[config.mk]
export PLATFORM = sky130hd
export DESIGN_NAME = instruction_fetch_flat
export DESIGN_NICKNAME = d
export VERILOG_FILES = /design/src/rtl/flow_pkg.sv /design/src/rtl/instruction_fetch_if.sv /design/src/rtl/instruction_fetch.sv /design/src/flat_wrapper.sv
export SDC_FILE = /design/constraint.sdc
export NUM_CORES = 1
export LEC_CHECK = 0
export ABC_AREA = 1
export CELL_PAD_IN_SITES_DETAIL_PLACEMENT = 1
export CELL_PAD_IN_SITES_GLOBAL_PLACEMENT = 2
export CORE_ASPECT_RATIO = 0.6
export CORE_MARGIN = 8
export CORE_UTILIZATION = 24
export DETAILED_ROUTE_END_ITERATION = 16
export GPL_TIMING_DRIVEN = 0
export PLACE_DENSITY_LB_ADDON = 0.1
export SKIP_CTS_REPAIR_TIMING = 1
export SYNTH_ARGS = -nofsm -noshare
export SYNTH_HDL_FRONTEND = slang
export SYNTH_SLANG_ARGS = --single-unit
[constraint.sdc]
create_clock -name clock -period 1.7 [get_ports clock]
set_clock_uncertainty 0.2 [all_clocks]
set_input_delay 0.34 -clock clock [delete_from_list [all_inputs] [get_ports clock]]
set_output_delay 0.34 -clock clock [all_outputs]
set_load 0.01 [all_outputs]
[src/rtl/flow_pkg.sv]
// Shared definitions for the fetch stage: default geometry, reset PC and the
// fetch FSM state encoding.
package flow_pkg;

  localparam int ADDR_W_DEFAULT   = 8;
  localparam int RESET_PC_DEFAULT = 0;

  localparam logic [2:0] ST_FETCH = 3'd0;
  localparam logic [2:0] ST_LOAD  = 3'd1;
  localparam logic [2:0] ST_PREF  = 3'd2;
  localparam logic [2:0] ST_PFCAP = 3'd3;
  localparam logic [2:0] ST_HOLD  = 3'd4;

  typedef enum logic [2:0] {
    S_FETCH = ST_FETCH,
    S_LOAD  = ST_LOAD,
    S_PREF  = ST_PREF,
    S_PFCAP = ST_PFCAP,
    S_HOLD  = ST_HOLD
  } fetch_state_e;

  // States that put a read on the instruction memory this cycle.
  function automatic logic issues_read(fetch_state_e s);
    return (s == S_FETCH) || (s == S_PREF);
  endfunction

endpackage

[src/rtl/instruction_fetch_if.sv]
// Fetch-stage bus: control-path handshake plus the instruction memory read port.
// master = fetch stage, slave = surrounding datapath (control path + memory).
interface instruction_fetch_if
  import flow_pkg::*;
#(
  parameter int ADDR_W = ADDR_W_DEFAULT
);

  logic              program_counter_increment;
  logic              jump;
  logic [15:0]       jump_target;
  logic [15:0]       mem_rdata;
  logic              mem_rd_en;
  logic [ADDR_W-1:0] mem_addr;
  logic [15:0]       current_instruction;
  logic              instruction_valid;
  logic [ADDR_W-1:0] program_counter;

  modport master (
    input  program_counter_increment, jump, jump_target, mem_rdata,
    output mem_rd_en, mem_addr, current_instruction, instruction_valid, program_counter
  );

  modport slave (
    output program_counter_increment, jump, jump_target, mem_rdata,
    input  mem_rd_en, mem_addr, current_instruction, instruction_valid, program_counter
  );

endinterface

[src/rtl/instruction_fetch.sv]
// Instruction fetch stage: owns the PC, reads a synchronous-read instruction
// memory and keeps one prefetched word so sequential issue can avoid bubbles.
module instruction_fetch
  import flow_pkg::*;
#(
  parameter int ADDR_W   = ADDR_W_DEFAULT,
  parameter int RESET_PC = RESET_PC_DEFAULT
) (
  input  logic                clock,
  input  logic                reset,
  instruction_fetch_if.master bus
);

  localparam logic [ADDR_W-1:0] RESET_PC_A = ADDR_W'(RESET_PC);

  fetch_state_e      state_reg;
  logic [ADDR_W-1:0] pc_reg;
  logic [15:0]       ir_reg;
  logic [15:0]       pf_buf_reg;
  logic              valid_reg;

  logic [ADDR_W-1:0] pc_plus1;
  logic [ADDR_W-1:0] jump_pc;
  logic              take_jump;
  logic              take_inc;

  assign pc_plus1  = pc_reg + ADDR_W'(1);
  assign jump_pc   = bus.jump_target[ADDR_W-1:0];
  assign take_jump = valid_reg & bus.jump;
  assign take_inc  = valid_reg & bus.program_counter_increment & ~bus.jump;

  // S_PREF reads pc+1 speculatively; every other read targets the PC itself.
  assign bus.mem_rd_en = issues_read(state_reg);
  assign bus.mem_addr  = (state_reg == S_PREF) ? pc_plus1 : pc_reg;

  assign bus.current_instruction = ir_reg;
  assign bus.instruction_valid   = valid_reg;
  assign bus.program_counter     = pc_reg;

  always_ff @(posedge clock) begin
    if (reset) begin
      state_reg  <= S_FETCH;
      pc_reg     <= RESET_PC_A;
      ir_reg     <= 16'h0000;
      pf_buf_reg <= 16'h0000;
      valid_reg  <= 1'b0;
    end else begin
      case (state_reg)
        S_FETCH: begin
          state_reg <= S_LOAD;
        end

        S_LOAD: begin
          ir_reg    <= bus.mem_rdata;
          valid_reg <= 1'b1;
          state_reg <= S_PREF;
        end

        S_PREF: begin
          if (take_jump) begin
            pc_reg    <= jump_pc;
            valid_reg <= 1'b0;
            state_reg <= S_FETCH;
          end else if (take_inc) begin
            // The speculative read already in flight is for the new PC.
            pc_reg    <= pc_plus1;
            valid_reg <= 1'b0;
            state_reg <= S_LOAD;
          end else begin
            state_reg <= S_PFCAP;
          end
        end

        S_PFCAP: begin
          pf_buf_reg <= bus.mem_rdata;
          if (take_jump) begin
            pc_reg    <= jump_pc;
            valid_reg <= 1'b0;
            state_reg <= S_FETCH;
          end else if (take_inc) begin
            ir_reg    <= bus.mem_rdata;
            pc_reg    <= pc_plus1;
            state_reg <= S_PREF;
          end else begin
            state_reg <= S_HOLD;
          end
        end

        S_HOLD: begin
          if (take_jump) begin
            pc_reg    <= jump_pc;
            valid_reg <= 1'b0;
            state_reg <= S_FETCH;
          end else if (take_inc) begin
            ir_reg    <= pf_buf_reg;
            pc_reg    <= pc_plus1;
            state_reg <= S_PREF;
          end
        end

        default: begin
          valid_reg <= 1'b0;
          state_reg <= S_FETCH;
        end
      endcase
    end
  end

endmodule
[src/flat_wrapper.sv]
// flat-port wrapper written by rule: the top's interface ports become plain ports
module instruction_fetch_flat import flow_pkg::*;
#(
  parameter int ADDR_W   = ADDR_W_DEFAULT,
  parameter int RESET_PC = RESET_PC_DEFAULT
)
  (clock, reset, bus_program_counter_increment, bus_jump, bus_jump_target, bus_mem_rdata, bus_mem_rd_en, bus_mem_addr, bus_current_instruction, bus_instruction_valid, bus_program_counter);
  instruction_fetch_if #(.ADDR_W(ADDR_W)) bus_i ();
  input  logic clock;
  input  logic reset;
  input wire logic [$bits(bus_i.program_counter_increment)-1:0] bus_program_counter_increment;
  input wire logic [$bits(bus_i.jump)-1:0] bus_jump;
  input wire logic [$bits(bus_i.jump_target)-1:0] bus_jump_target;
  input wire logic [$bits(bus_i.mem_rdata)-1:0] bus_mem_rdata;
  output wire logic [$bits(bus_i.mem_rd_en)-1:0] bus_mem_rd_en;
  output wire logic [$bits(bus_i.mem_addr)-1:0] bus_mem_addr;
  output wire logic [$bits(bus_i.current_instruction)-1:0] bus_current_instruction;
  output wire logic [$bits(bus_i.instruction_valid)-1:0] bus_instruction_valid;
  output wire logic [$bits(bus_i.program_counter)-1:0] bus_program_counter;
  assign bus_i.program_counter_increment = bus_program_counter_increment;
  assign bus_i.jump = bus_jump;
  assign bus_i.jump_target = bus_jump_target;
  assign bus_i.mem_rdata = bus_mem_rdata;
  assign bus_mem_rd_en = bus_i.mem_rd_en;
  assign bus_mem_addr = bus_i.mem_addr;
  assign bus_current_instruction = bus_i.current_instruction;
  assign bus_instruction_valid = bus_i.instruction_valid;
  assign bus_program_counter = bus_i.program_counter;
  instruction_fetch #(.ADDR_W(ADDR_W), .RESET_PC(RESET_PC)) u_core (.clock(clock), .reset(reset), .bus(bus_i));
endmodule
==> summary.txt <==
Setup path
  – R2R Path End: u_core.bus.program_counter[0]
  – Data required, critical path: 1.16 ns
  – Crit. End Element: primary output
  – Reg-to-Reg Start: u_core.state_reg[0]
  – CP Buf/Inv Count: 1
  – Crit path cell chain: ha_4 > nand2_4 > nor2_4 > nand2_1 > nand2_1 > nand2_2 > o21ai_1 > buf_2
  – CP dominant cell by count: nand2_1
  – R2r setup slk: 0.06 ns
  – CP max stage delay: 0.38 ns
  – Arrival time worst endpoint: 1.41 ns
  – Delay-heaviest family, CP: flip-flops
  – Critical path class: flop to primary output
  – Slowest CP cell: dfxtp_4
  – CP Launch Type: flop
  – Worst-path maximum fanout: 5
  – Worst r2r path cells: 10

Placed design
  – DP HPWL: 6070 um
  – Placed instance count: 520
  – # port buffers: 61
  – RePlAce Congestion: 0.762

Synthesis
  – Post-Syn Area: 2220 sq um
  – Yosys cell types: 24
  – Share of the synthesized area in the top cell type: 39.7%
  – Average size of a mapped cell: 6.47 sq um
  – Synthesized net count: 380
  – Yosys reg bits: 44
  – Synth area leader: dfxtp_1
  – Top post-synthesis cells by area: dfxtp_1 (40%), nand2_1 (16%), nor2_1 (12%)
  – Sequential share of the synthesized area: 39.7%
  – Syn. warnings: 0
  – Synthesized instance count: 343

Finish
  – Layout cell share with drive strength beyond 1: 21.4%
  – Fin nets: 465
  – Non-filler cells, final: 545
  – Layout area overhead: 59.5%
  – Diode count: 0
  – # fillers: 1120
  – FF/Latch Area: 908 sq um
  – Area taken by multi-input logic gates: 1320 sq um

Route
  – Detailed Route WL: 8380 um
  – DR vias/cell: 4.52
  – DRC viols: 0
  – DR WL met2: 3430 um
  – DR vias: 2464
  – WL met3: 323 um
  – Detailed-route wire length per cell: 15.4 um
  – Total iterations of the first detailed-routing run: 4
  – Remaining antenna violation count: 0
  – Uppermost routed layer: met4
  – Initial DRC count: 128
  – Metal-1 WL: 4540 um

Min path
  – Hold path depth: 2
  – Hold_sp: u_core.pf_buf_reg[1]
  – Min-Delay Path Class: flop to flop
  – Worst Hold End: u_core.pf_buf_reg[1]

Timing
  – Fmax: 513 MHz
  – Endpoints failing setup: 8
  – Tmin final: 1.95 ns
  – Final Max Slew Viols: 0
  – Slew HR: 68.1%
  – Final cycle utilization of the critical path: 115%
  – Final hold viol count: 0
  – Hold slack: 0.257 ns
  – Setup_tns: -1.52 ns
  – Setup WS post-layout: -0.251 ns
  – Least-Margin Pin Slew: 0.478 ns
  – RSZ-0062 raised after global routing: yes

Power and ir drop
  – Peak VDD IR: 405 uV
  – Pwr dens: 1300 nW/um^2
  – Total power: 0.00460 W
  – P_leak: 1.92 nW

Global routing
  – Gr ovfl total: 0
  – Initial antenna violation count: 0
  – Largest net degree at the start of global routing: 14
  – Vias in the first global route: 2411
  – First-pass GRT wire length: 12800 um
  – GRT Resource Usage Total: 12.6%

Status
  – Outcome: finished with violations
  – Failing checks: setup timing

CTS
  – Cts bufs inserted: 5
  – CTS sink count: 44
  – Clock slew at reported path FFs: 0.06 ns
  – Clock root buffer: clkbuf_16
  – Clk buf depth: 2
  – Clock latency on the worst-skew pair: 0.29 ns
  – H-tree lvl count: 2
  – CTS tree: done

Floorplan
  – Num rows: 27
  – Ports: 70
  – Die Span X: 140 um
  – Die area: 12700 sq um
  – Die Y: 90.5 um
  – Core box area: 9090 sq um
  – Starting Density: 24.4%

Run
  – Maxcap violations: 0
==> through the flow <==
| step | area, sq um | setup slack, ns | utilization, % |
|---|---|---|---|
| 3_3_place_gp | 2990 | -0.671 | 32.9 |
| 3_5_place_dp | 2990 | -0.690 | 32.9 |
| 6_report | 3540 | -0.251 | 39.0 |
| 4_1_cts | 3130 | -1.01 | 34.5 |
| 2_1_floorplan | 2230 | -0.00323 | - |
| 5_1_grt | 3540 | -0.338 | 39.0 |
==> layer usage <==
metal,GRT usage (%),vias to the layer above
li1,-,1271
met1,17.5,1149
met2,18.2,36
met3,3.59,8
met4,4.04,0
met5,0,-
==> how the worst max path moves through the flow <==
stage,startpoint,endpoint,slack (ns),cells past startpoint
after global placement,u_core.state_reg[2],bus_mem_addr[3],-0.67,5
after global routing,u_core.bus.program_counter[2],bus_mem_addr[7],-0.34,8
after detailed placement,u_core.state_reg[2],bus_mem_addr[3],-0.69,5
after floorplan,u_core.bus.program_counter[0],bus_mem_addr[6],-0.003,7
final,u_core.bus.program_counter[0],bus_mem_addr[6],-0.25,8
after CTS,u_core.state_reg[2],bus_mem_addr[4],-1.01,5
==> worst reg2reg max path: cells and delay by family (launching register included) <==
family	cells	cell delay, ns
buffers and inverters	3	0.38
flip-flops	1	0.36
AND/OR/NAND/NOR	7	0.60
==> layout by cell type, fill, tap and decap left out, types with 4 or more instances in the layout <==
master           netlist  routed
clkbuf_16              0       7
clkdlybuf4s50_1        0      26
a21oi_1               26      26
dfxtp_2                0       4
o21ai_1               10      21
dlymetal6s2s_1         0      28
nand2_1               94      87
nor2_1                72      66
clkbuf_2               0       5
nand2_2                1       6
dfxtp_4                0       6
o21ai_0               34      20
buf_2                  8       9
nand3_1               11       8
nand2_4                6       5
buf_4                  1      16
dfxtp_1               44      34
inv_1                 17      15
==> cell families after synthesis <==
kind of cell,synth area share (%)
adder cells (fa/ha/maj),0.564
flip-flops,39.7
AO/OA/AOI/OAI,16.3
AND/OR/NAND/NOR,36.0
buffers and inverters,7.05
XOR/XNOR,0.395
==> power by group <==
group	leakage (nW)	internal, W	switching [W]
Combinational	1.48	0.000992	0.00113
Clock	0.0766	0.000580	0.000424
Sequential	0.366	0.00129	0.000177
Total	1.92	0.00287	0.00173
==> cell usage after synthesis (all sizes together) <==
cell      n
clkbuf    5
a31oi     2
inv      20
nand3    13
ha        1
buf      10
nor3      1
dfxtp    44
nand2   101
a21oi    26
nor2     72
xor2      1
clkinv    1
nor3b     1
o21ai    44
or2       1
==> final cells by class <==
type | count | share of cell area, %
clock inverter | 2 | 0.283
multi-input combinational | 263 | 37.3
sequential | 44 | 25.7
buffer | 15 | 2.79
clock buffer | 6 | 3.92
timing repair buffer | 78 | 23.3
inverter | 21 | 2.65
tap | 116 | 4.10
(Power assumes the default switching activity.)
